## config.mk

```make
export PLATFORM = sky130hd
export DESIGN_NAME = bridge_arbiter
export DESIGN_NICKNAME = d
export VERILOG_FILES = /design/src/rtl/bridge_arbiter.sv
export SDC_FILE = /design/constraint.sdc
export NUM_CORES = 1
export LEC_CHECK = 0
export ABC_AREA = 1
export BUFFER_PORTS_ARGS = -buffer_cell sky130_fd_sc_hd__clkbuf_2
export CORE_AREA = 3 3 94 96
export CTS_BUF_LIST = sky130_fd_sc_hd__clkbuf_8
export CTS_CLUSTER_SIZE = 20
export DETAILED_ROUTE_END_ITERATION = 6
export DIE_AREA = 0 0 97 99
export PLACE_DENSITY = 0.81
export RECOVER_POWER = 100
export SYNTH_ARGS = -nofsm -noshare
export SYNTH_HDL_FRONTEND = slang
export SYNTH_SLANG_ARGS = --single-unit
```

## constraint.sdc

```tcl
create_clock -name clk_clk -period 2.8 [get_ports clk_clk]
set_input_delay 0.28 -clock clk_clk [delete_from_list [all_inputs] [get_ports clk_clk]]
set_output_delay 0.28 -clock clk_clk [all_outputs]
set_load 0.1 [all_outputs]
```

## src/rtl/bridge_arbiter.sv

```systemverilog
// bridge_arbiter
//   Two-requester round-robin arbiter in front of the 16-bit external
//   bus-to-Avalon memory bridge. m0 is the game-logic engine, m1 the
//   sprite/framebuffer drawer. One transaction is in flight at a time.
//
//   Build option: define BRIDGE_ARB_TIMEOUT_EN to add a watchdog that aborts
//   a transaction after TIMEOUT busy cycles without a bridge acknowledge.
//   The abort completes with zero read data and sets the sticky err flag.
//
// Ports
//   clk_clk, reset_reset        : clock, synchronous active-high reset
//   mN_address/byte_enable/read/write/write_data : requester N command (held
//                                 until acknowledged)
//   mN_acknowledge, mN_read_data: one-cycle completion pulse and read data
//   bridge_memory_*             : command to / response from the bridge
//   busy                        : transaction in progress (BUSY or ACK)
//   err                         : sticky watchdog timeout flag
module bridge_arbiter #(
  parameter int ADDR_W  = 27,
  parameter int DATA_W  = 16,
  parameter int TIMEOUT = 255
) (
  input  logic                clk_clk,
  input  logic                reset_reset,
  input  logic [ADDR_W-1:0]   m0_address,
  input  logic [DATA_W/8-1:0] m0_byte_enable,
  input  logic                m0_read,
  input  logic                m0_write,
  input  logic [DATA_W-1:0]   m0_write_data,
  output logic                m0_acknowledge,
  output logic [DATA_W-1:0]   m0_read_data,
  input  logic [ADDR_W-1:0]   m1_address,
  input  logic [DATA_W/8-1:0] m1_byte_enable,
  input  logic                m1_read,
  input  logic                m1_write,
  input  logic [DATA_W-1:0]   m1_write_data,
  output logic                m1_acknowledge,
  output logic [DATA_W-1:0]   m1_read_data,
  output logic [ADDR_W-1:0]   bridge_memory_address,
  output logic [DATA_W/8-1:0] bridge_memory_byte_enable,
  output logic                bridge_memory_read,
  output logic                bridge_memory_write,
  output logic [DATA_W-1:0]   bridge_memory_write_data,
  input  logic                bridge_memory_acknowledge,
  input  logic [DATA_W-1:0]   bridge_memory_read_data,
  output logic                busy,
  output logic                err
);

  localparam int BE_W = DATA_W / 8;

  typedef enum logic [1:0] {IDLE, BUSY, ACK} state_t;

  state_t state, state_nxt;
  logic   last_grant, last_grant_nxt;
  logic   gnt, gnt_nxt;
  logic   latch_en, cap_en;
  logic   expire;
  logic   req0, req1, win;

  logic [ADDR_W-1:0] cmd_addr;
  logic [BE_W-1:0]   cmd_be;
  logic [DATA_W-1:0] cmd_wdata;
  logic              cmd_wr;
  logic [DATA_W-1:0] rdata_q, rdata_nxt;

  assign req0 = m0_read | m0_write;
  assign req1 = m1_read | m1_write;
  // On a tie the requester not granted last time wins; otherwise the lone one.
  assign win  = (req0 & req1) ? ~last_grant : ~req0;

`ifdef BRIDGE_ARB_TIMEOUT_EN
  localparam logic [15:0] CNT_LIMIT = 16'(TIMEOUT - 1);

  logic [15:0] cnt;
  logic        err_q;

  // Counter sits at zero in IDLE, so it is cleared on entry to BUSY.
  always_ff @(posedge clk_clk) begin
    if (reset_reset || state != BUSY) cnt <= '0;
    else                              cnt <= cnt + 16'd1;
  end

  // A bridge acknowledge on the expiry edge takes priority over the abort.
  assign expire = (state == BUSY) && !bridge_memory_acknowledge && (cnt == CNT_LIMIT);

  always_ff @(posedge clk_clk) begin
    if (reset_reset) err_q <= 1'b0;
    else if (expire) err_q <= 1'b1;
  end

  assign err = err_q;
`else
  logic unused_timeout;
  assign unused_timeout = (TIMEOUT > 0);
  assign expire         = 1'b0;
  assign err            = 1'b0;
`endif

  always_ff @(posedge clk_clk) begin
    if (reset_reset) begin
      state      <= IDLE;
      last_grant <= 1'b1;
      gnt        <= 1'b0;
    end else begin
      state      <= state_nxt;
      last_grant <= last_grant_nxt;
      gnt        <= gnt_nxt;
    end
  end

  always_comb begin
    state_nxt      = state;
    gnt_nxt        = gnt;
    last_grant_nxt = last_grant;
    latch_en       = 1'b0;
    cap_en         = 1'b0;
    rdata_nxt      = '0;
    case (state)
      IDLE: begin
        if (req0 | req1) begin
          state_nxt = BUSY;
          gnt_nxt   = win;
          latch_en  = 1'b1;
          if (req0 & req1) last_grant_nxt = win;
        end
      end
      BUSY: begin
        if (bridge_memory_acknowledge) begin
          state_nxt = ACK;
          cap_en    = 1'b1;
          rdata_nxt = cmd_wr ? '0 : bridge_memory_read_data;
        end else if (expire) begin
          state_nxt = ACK;
          cap_en    = 1'b1;
        end
      end
      ACK:     state_nxt = IDLE;
      default: state_nxt = IDLE;
    endcase
  end

  // Command and response holding registers; every output use is qualified by
  // state, so they need no reset.
  always_ff @(posedge clk_clk) begin
    if (latch_en) begin
      cmd_addr  <= win ? m1_address     : m0_address;
      cmd_be    <= win ? m1_byte_enable : m0_byte_enable;
      cmd_wdata <= win ? m1_write_data  : m0_write_data;
      // Read and write together is illegal; the write is kept.
      cmd_wr    <= win ? m1_write       : m0_write;
    end
    if (cap_en) rdata_q <= rdata_nxt;
  end

  assign busy                      = (state != IDLE);
  assign bridge_memory_read        = (state == BUSY) && !cmd_wr;
  assign bridge_memory_write       = (state == BUSY) && cmd_wr;
  assign bridge_memory_address     = (state == BUSY) ? cmd_addr  : '0;
  assign bridge_memory_byte_enable = (state == BUSY) ? cmd_be    : '0;
  assign bridge_memory_write_data  = (state == BUSY) ? cmd_wdata : '0;
  assign m0_acknowledge            = (state == ACK) && !gnt;
  assign m1_acknowledge            = (state == ACK) && gnt;
  assign m0_read_data              = m0_acknowledge ? rdata_q : '0;
  assign m1_read_data              = m1_acknowledge ? rdata_q : '0;

endmodule
```

## Yosys cells after proc, flatten, opt, wreduce, memory -nomap -nowiden

Cells that the tools add are included.

| cells by class | value |
|---|---|
| eq/ne operators | 4 |
| mux-type cells | 17 |
| bitwise logic cells | 8 |
| reduce and logical (&&, ||, !) cells | 12 |

Operators by type and width:

| operator | number |
|---|---|
| $mux 16 | 4 |
| $mux 27 | 2 |
| $mux 2 | 4 |
| $mux 1 | 6 |
| $logic_and 1x1->1 | 4 |
| $ne 2x2->1 const B | 2 |
| $not 1->1 | 4 |
| $pmux 2 s2 | 1 |
| $reduce_and 2->1 | 2 |
| $or 1x1->1 | 3 |
| $reduce_and 3->1 | 1 |
| $reduce_or 3->1 | 1 |
| $eq 2x1->1 const B | 1 |
| $eq 2x2->1 const B | 1 |
| $logic_not 1->1 | 2 |
| $logic_not 2->1 | 1 |
| $reduce_bool 2->1 | 1 |
| $and 1x1->1 | 1 |

| word-level totals | value |
|---|---|
| flip-flop bits (word level) | 66 |
| input bits | 113 |
| output and inout port bits | 83 |

## Longest topological paths before layout

Gate-level depths: netlist of run 1.

| depth | value |
|---|---|
| depth after elaboration | 4 |
| gate-level depth with buffers | 7 |
| depth with buffers taken out | 6 |

## Worst setup path before layout of run 1

OpenSTA, ideal clock, no wires.

| timing | value |
|---|---|
| kind | reg-to-output |
| start | register state[1] |
| end | output port bridge_memory_address[12] |
| arrival | 2,072 ps |
| required time | 2,520 ps |
| slack | 448 ps |
| stages on the path, launching flop included | 6 |
| cells stage by stage | dfxtp_1 nor2_4 inv_2 buf_4 buf_6 nor2_1 |

| on the way | value |
|---|---|
| cells in the longest elaborated chain, start to end | 2 |

RTL lines:

| what | line | text |
|---|---|---|
| start: declaration | 54 | `state_t state, state_nxt;` |
| start signal: assignment | 106 | `state <= state_nxt;` |
| $eq 2x1->1 | 159 | `assign bridge_memory_address = (state == BUSY) ? cmd_addr : '0;` |
| $mux 27 | 159 |  |
| end: declaration | 39 | `output logic [ADDR_W-1:0] bridge_memory_address,` |

Every way passes these cells.

## Worst setup path in the final report of run 1

| timing | value |
|---|---|
| start | register state[1] |
| end | output port m1_read_data[12] |

| on the way | value |
|---|---|
| cells in the longest elaborated chain, start to end | 3 |

RTL lines:

| what | line | text |
|---|---|---|
| $eq 2x2->1 | 163 | `assign m1_acknowledge = (state == ACK) && gnt;` |
| $logic_and 1x1->1 | 163 |  |
| $mux 16 | 165 | `assign m1_read_data = m1_acknowledge ? rdata_q : '0;` |
| end: declaration | 38 | `output logic [DATA_W-1:0] m1_read_data,` |

Every way passes these cells.

==> run metrics, run 1 <==
area leader, netlist edfxtp_1; Detail Route Antenna Nets 0; Worst Path Max Fanout 17; FF-to-FF End cmd_addr[4]; Post-Synthesis Cells 432; max-slew violations 0; initial antenna violation count 0; PD cells 628 nW/um^2; fin crit period 2.43 ns; largest net degree at the start of global routing 64; Register-to-Register Path Depth 4; Arr. time, crit path 2.15 ns; Synth cell types 23; Slew headroom 21.9%; H-tree depth 3; flops & latches, synth 66; Synth Flop Type edfxtp_1; drc violations 0; Hold Crit Start reset_reset; hold depth 2; I/O Buffers 194; CTS tree done; Chip Width 97 microns; Commonest cells post-synth 131 x inv_1, 91 x nor2_1, 62 x edfxtp_1; TritonCTS Sinks 66; Max Root-Sink Buffers 2; unrepaired setup endpoints after global routing no; HPWL after detailed placement 6.81 mm; Tightest Pin Transition 1.18 ns; Setup violations, final 0; fraction of layout cells with a size suffix above 1 31.6%; CP required 2.52 ns; Layout area overhead 23.7%; fmax 411 MHz; Total Nets Final 733; Syn Area/Cell 8.63 sq um; remaining global-route overflow 0; status finished, final reports clean; Post-CTS Hold Buffers 0; Max rail drop VDD 329 uV; top cell type's share of synthesized area 50.0%; num rows 33; via count 3,213; WL per Instance 11.8 microns; routed wire length 8.58 mm; Critical Path Sink Type output port; # IOs 196; ant diodes 0; vias in the first global route 3,219; CTS root buffer clkbuf_8; Die Ht 99 microns; R2R Setup Slk 0.38 ns; final hold viol count 0; fin crit share 87.0%; number of fill cells 818; Mapped Nets 545; startpoint types flop; Post-CTS Setup Inserts 0; core area 8130 sq um; via/cell ratio 4.41; Clock Latency Late Sink 0.33 ns; Worst Path Class, Setup reg -> out; Clock Skew 0.0142 ns; post-CTS sizing 0; Seq/Total Area, Yosys 52.1%; gpl congestion 0.864; TritonCTS Buffers 9; post-synthesis cell area 3730 sq um; final non-filler cell total 729; top-count cell post-synth inv_1; All-Layer GR Usage 17.8%; YS warnings 0; DR pass1 iterations 4; die area 9600 sq um; Starting Density 45.8%; Worst Hold Class in -> reg; max-cap viol count 0; Critical R2R Launch state[1]; EDFF count, synth 62; DRT iter0 DRCs 70; Leakage 0.00255 uW; synth top area cells edfxtp_1 50%, inv_1 13%, o21ai_2 9.4%, nor2_1 9.2%, nand2_1 5.0%; FFs w/ async S/R, synth 0%; setup TNS 0 ns; Worst Hold Endpoint state[1]; placed cell count 714; global-route wire length before repair 13.7 mm; clock slew at reported path FFs 0.07 ns
## state kept, by name, indices dropped and copies added, names as in the netlist
signal      count
state           2
last_grant      1
cmd_be          2
cmd_wr          1
gnt             1
rdata_q        16
cmd_wdata      16
cmd_addr       27
## critical path: stages (launching register included)
cell and delay (ns):
dfxtp_1 0.41, nand3_2 0.31, nor2_1 0.22, clkbuf_1 0.88
## kinds of logic (layout without fill, tap and decap cells)
| family | Yosys count | after routing | share of synthesized area, % |
|---|---|---|---|
| buffers and inverters | 153 | 345 | 18.7 |
| AND/OR/NAND/NOR | 164 | 164 | 18.6 |
| flip-flops | 66 | 66 | 52.1 |
| other | 1 | 1 | 0.101 |
| AO/OA/AOI/OAI | 48 | 48 | 10.5 |
## layout by cell type, fill, tap and decap left out
master    count
a21oi_1       1
nor2_1       92
nand2_2       5
buf_12        1
nand3_1       2
edfxtp_1     62
nand2_1      51
nor2_4        1
inv_1       135
dfxtp_1       4
conb_1        1
nand3_2       2
o21ai_0      46
clkbuf_8      9
clkbuf_1     33
nor2_2       11
clkbuf_2    162
inv_2         1
o21ai_2       1
clkinv_2      4
## how the worst max path moves through the flow
stage              from                           end  cells past startpoint
2_1_floorplan  state[1]     bridge_memory_address[12]                      5
3_3_place_gp   state[1]  bridge_memory_byte_enable[1]                      4
3_5_place_dp   state[1]  bridge_memory_byte_enable[1]                      4
4_1_cts        state[1]  bridge_memory_byte_enable[1]                      4
5_1_grt        state[1]                   cmd_addr[4]                      4
6_report       state[1]              m1_read_data[12]                      3
## per-layer routing
layer  GRT usage [%]  wire, microns  up-vias
li1                -              -     1636
met1            17.9           3150     1428
met4            5.83            111        0
met5               0              0        -
met2            34.5           4500      140
met3            5.87            818        9
## report_power, final
| part | internal, uW | switching, uW | total [uW] |
|---|---|---|---|
| clock | 303 | 339 | 642 |
| combinational | 179 | 810 | 989 |
| sequential | 1230 | 31.7 | 1260 |
| total | 1710 | 1180 | 2890 |
## cell type report
type,count,area [sq um],area share (%)
sequential,66,1940,42.1
timing repair buffer,196,955,20.7
multi-input combinational,213,926,20.1
inverter,134,503,10.9
tap,105,131,2.85
clock buffer,9,124,2.69
clock inverter,6,27.5,0.597
## metrics by stage
| stage | area (sq um) | setup WS (ns) | util [%] | hold slack (ns) | power (uW) |
|---|---|---|---|---|---|
| after floorplan | 3730 | 0.448 | - | 0.349 | 2160 |
| after global placement | 4680 | 0.892 | 57.6 | 0.481 | 2320 |
| after detailed placement | 4680 | 0.839 | 57.6 | 0.489 | 2350 |
| after CTS | 4830 | 0.474 | 59.4 | 0.133 | 2990 |
| after global routing | 4610 | 0.190 | 56.7 | 0.134 | 3040 |
| final | 4610 | 0.365 | 56.7 | 0.158 | 2890 |
No activity file was read; power rests on OpenSTA's default activity.
==> run 2, diff against run 1 <==
- CORE_AREA: 3 3 94 96 -> 3 3 127 129
- DIE_AREA: 0 0 97 99 -> 0 0 130 132
- PLACE_DENSITY: 0.81 -> default
==> run 2 against run 1 <==
Effect of this change: clock power rose by 23%; die area rose by 79%; core utilization fell by 25 points; sequential share of layout area fell by 1.3 points; final area rose by 3.3%; hold slack got worse by 0.036 ns; largest cell class unchanged; largest power group unchanged.
==> run metrics, run 2 (synthesized netlist as in run 1, its figures left out) <==
TritonCTS Buffers 9 (unchanged); area of the multi-input gates 935 sq um (was 926 sq um); Critical R2R Launch last_grant (was state[1]); Worst Path Class, Setup reg -> out (unchanged); register area 1940 sq um (unchanged); crit path capture bridge_memory_write_data[11] (was m1_read_data[12]); Setup crit start state[0] (was state[1]); Die Ht 132 microns (was 99 microns); routed wire length 9.09 mm (was 8.58 mm); core area 15,100 sq um (was 8130 sq um); Crit path depth 5 (was 3); crit-path cells inv_2 -> nor2_1 -> inv_2 -> nor2_1 -> clkbuf_2 (was nand3_2 -> nor2_1 -> clkbuf_1); final hold viol count 0 (unchanged); ant diodes 0 (unchanged); max-cap viol count 0 (unchanged); setup TNS 0 ns (unchanged); num rows 45 (was 33); startpoint types flop (unchanged); max-slew violations 0 (unchanged); remaining global-route overflow 0 (unchanged); Leakage 0.00258 uW (was 0.00255 uW); vias in the first global route 2,993 (was 3,219); TritonCTS Sinks 66 (unchanged); Register-to-Register Path Depth 3 (was 4); Critical Path Sink Type output port (unchanged); fraction of layout cells with a size suffix above 1 32.5% (was 31.6%); Hold Crit Start reset_reset (unchanged); Layout area overhead 27.7% (was 23.7%); Clock Latency Late Sink 0.35 ns (was 0.33 ns); FF-to-FF End cmd_wdata[0] (was cmd_addr[4]); via count 3,141 (was 3,213); Chip Width 130 microns (was 97 microns); Arr. time, crit path 2.18 ns (was 2.15 ns); I/O Buffers 194 (unchanged); CP max-delay cell clkbuf_2 (was clkbuf_1); WL per Instance 11.2 microns (was 11.8 microns); initial antenna violation count 0 (unchanged); H-tree depth 3 (unchanged); Worst Hold Class in -> reg (unchanged); drc violations 0 (unchanged); global-route wire length before repair 14.0 mm (was 13.7 mm); Crit path max-delay family buffers and inverters (unchanged); Buf/Inv on CP 3 (was 1); HPWL after detailed placement 7.05 mm (was 6.81 mm); Top Registers cmd_addr: 27 flops, cmd_wdata: 16 flops, rdata_q: 16 flops (unchanged); Total Nets Final 735 (was 733); max FFs per register 27 (unchanged); CP required 2.52 ns (about the same); Max rail drop VDD 261 uV (was 329 uV); largest net degree at the start of global routing 55 (was 64); PD cells 639 nW/um^2 (was 628 nW/um^2); gpl congestion 0.720 (was 0.864); Detail Route Antenna Nets 0 (unchanged); Tightest Pin Transition 1.18 ns (about the same); number of fill cells 1,692 (was 818); fin crit share 87.8% (was 87.0%); R2R Setup Slk 0.51 ns (was 0.38 ns); Biggest register cmd_addr (unchanged); fmax 407 MHz (was 411 MHz); total power 3040 uW (was 2890 uW); Worst Path Max Fanout 47 (was 17); post-CTS sizing 0 (unchanged); Max Root-Sink Buffers 2 (unchanged); Post-CTS Setup Inserts 0 (unchanged); # IOs 196 (unchanged); via/cell ratio 3.85 (was 4.41); clock slew at reported path FFs 0.07 ns (about the same); commonest non-fill, non-tap cell in the layout clkbuf_2 (unchanged); Largest stage delay, worst path 0.50 ns (was 0.88 ns); status finished, final reports clean (unchanged); DR pass1 iterations 4 (unchanged); All-Layer GR Usage 10.5% (was 17.8%); Slew headroom 21.6% (was 21.9%); die area 17,200 sq um (was 9600 sq um); CTS root buffer clkbuf_8 (unchanged); Clock Skew 0.00664 ns (was 0.0142 ns); Setup violations, final 0 (unchanged); DRT iter0 DRCs 113 (was 70); fin crit period 2.46 ns (was 2.43 ns); Starting Density 24.6% (was 45.8%); unrepaired setup endpoints after global routing no (unchanged); Post-CTS Hold Buffers 0 (unchanged); most frequent cells in the layout 166 x clkbuf_2, 135 x inv_1, 92 x nor2_1, 62 x edfxtp_1, 52 x nand2_1 (was 162 x clkbuf_2, 135 x inv_1, 92 x nor2_1, 62 x edfxtp_1, 51 x nand2_1); CTS tree done (unchanged)
run 2: how the worst min path moves through the flow:
stage	endpoint	slack [ns]	depth (start not counted)
after floorplan	state[0]	0.35	1
after global placement	state[1]	0.48	2
after detailed placement	state[1]	0.48	2
after CTS	state[1]	0.08	2
after global routing	state[1]	0.08	2
final	state[1]	0.12	2
run 2: power by group:
group          switching [uW]  total [uW]  internal (uW)
Clock                     366         789            423
Combinational             813         991            178
Sequential               30.9        1260           1230
Total                    1210        3040           1830
run 2: per-layer routing:
| metal | GRT usage (%) | share of wire [%] | wire, microns | up-vias |
|---|---|---|---|---|
| met2 | 17.8 | 47 | 4320 | 134 |
| met4 | 5.02 | 1.9 | 175 | 0 |
| met1 | 11.4 | 41 | 3720 | 1357 |
| met3 | 4.05 | 9.6 | 877 | 11 |
| li1 | - | - | - | 1639 |
| met5 | 0 | 0 | 0 | - |
run 2: metrics by stage:
stage	instances	hold WS [ns]	area [sq um]	utilization, %	setup WS [ns]
2_1_floorplan	432	0.349	3730	-	0.448
3_3_place_gp	799	0.483	4790	31.6	0.835
3_5_place_dp	799	0.479	4790	31.6	0.722
4_1_cts	815	0.0844	4980	32.9	0.313
5_1_grt	815	0.0809	4760	31.4	0.107
6_report	815	0.122	4760	31.4	0.343
run 2: layout make-up:
class / instances / area share, %
clock buffers: 10 / 2.89
well taps: 188 / 4.94
inverters: 134 / 10.6
repair buffers: 198 / 20.1
multi-input cells: 213 / 19.6
clock inverters: 6 / 1.08
flip-flops and latches: 66 / 40.8
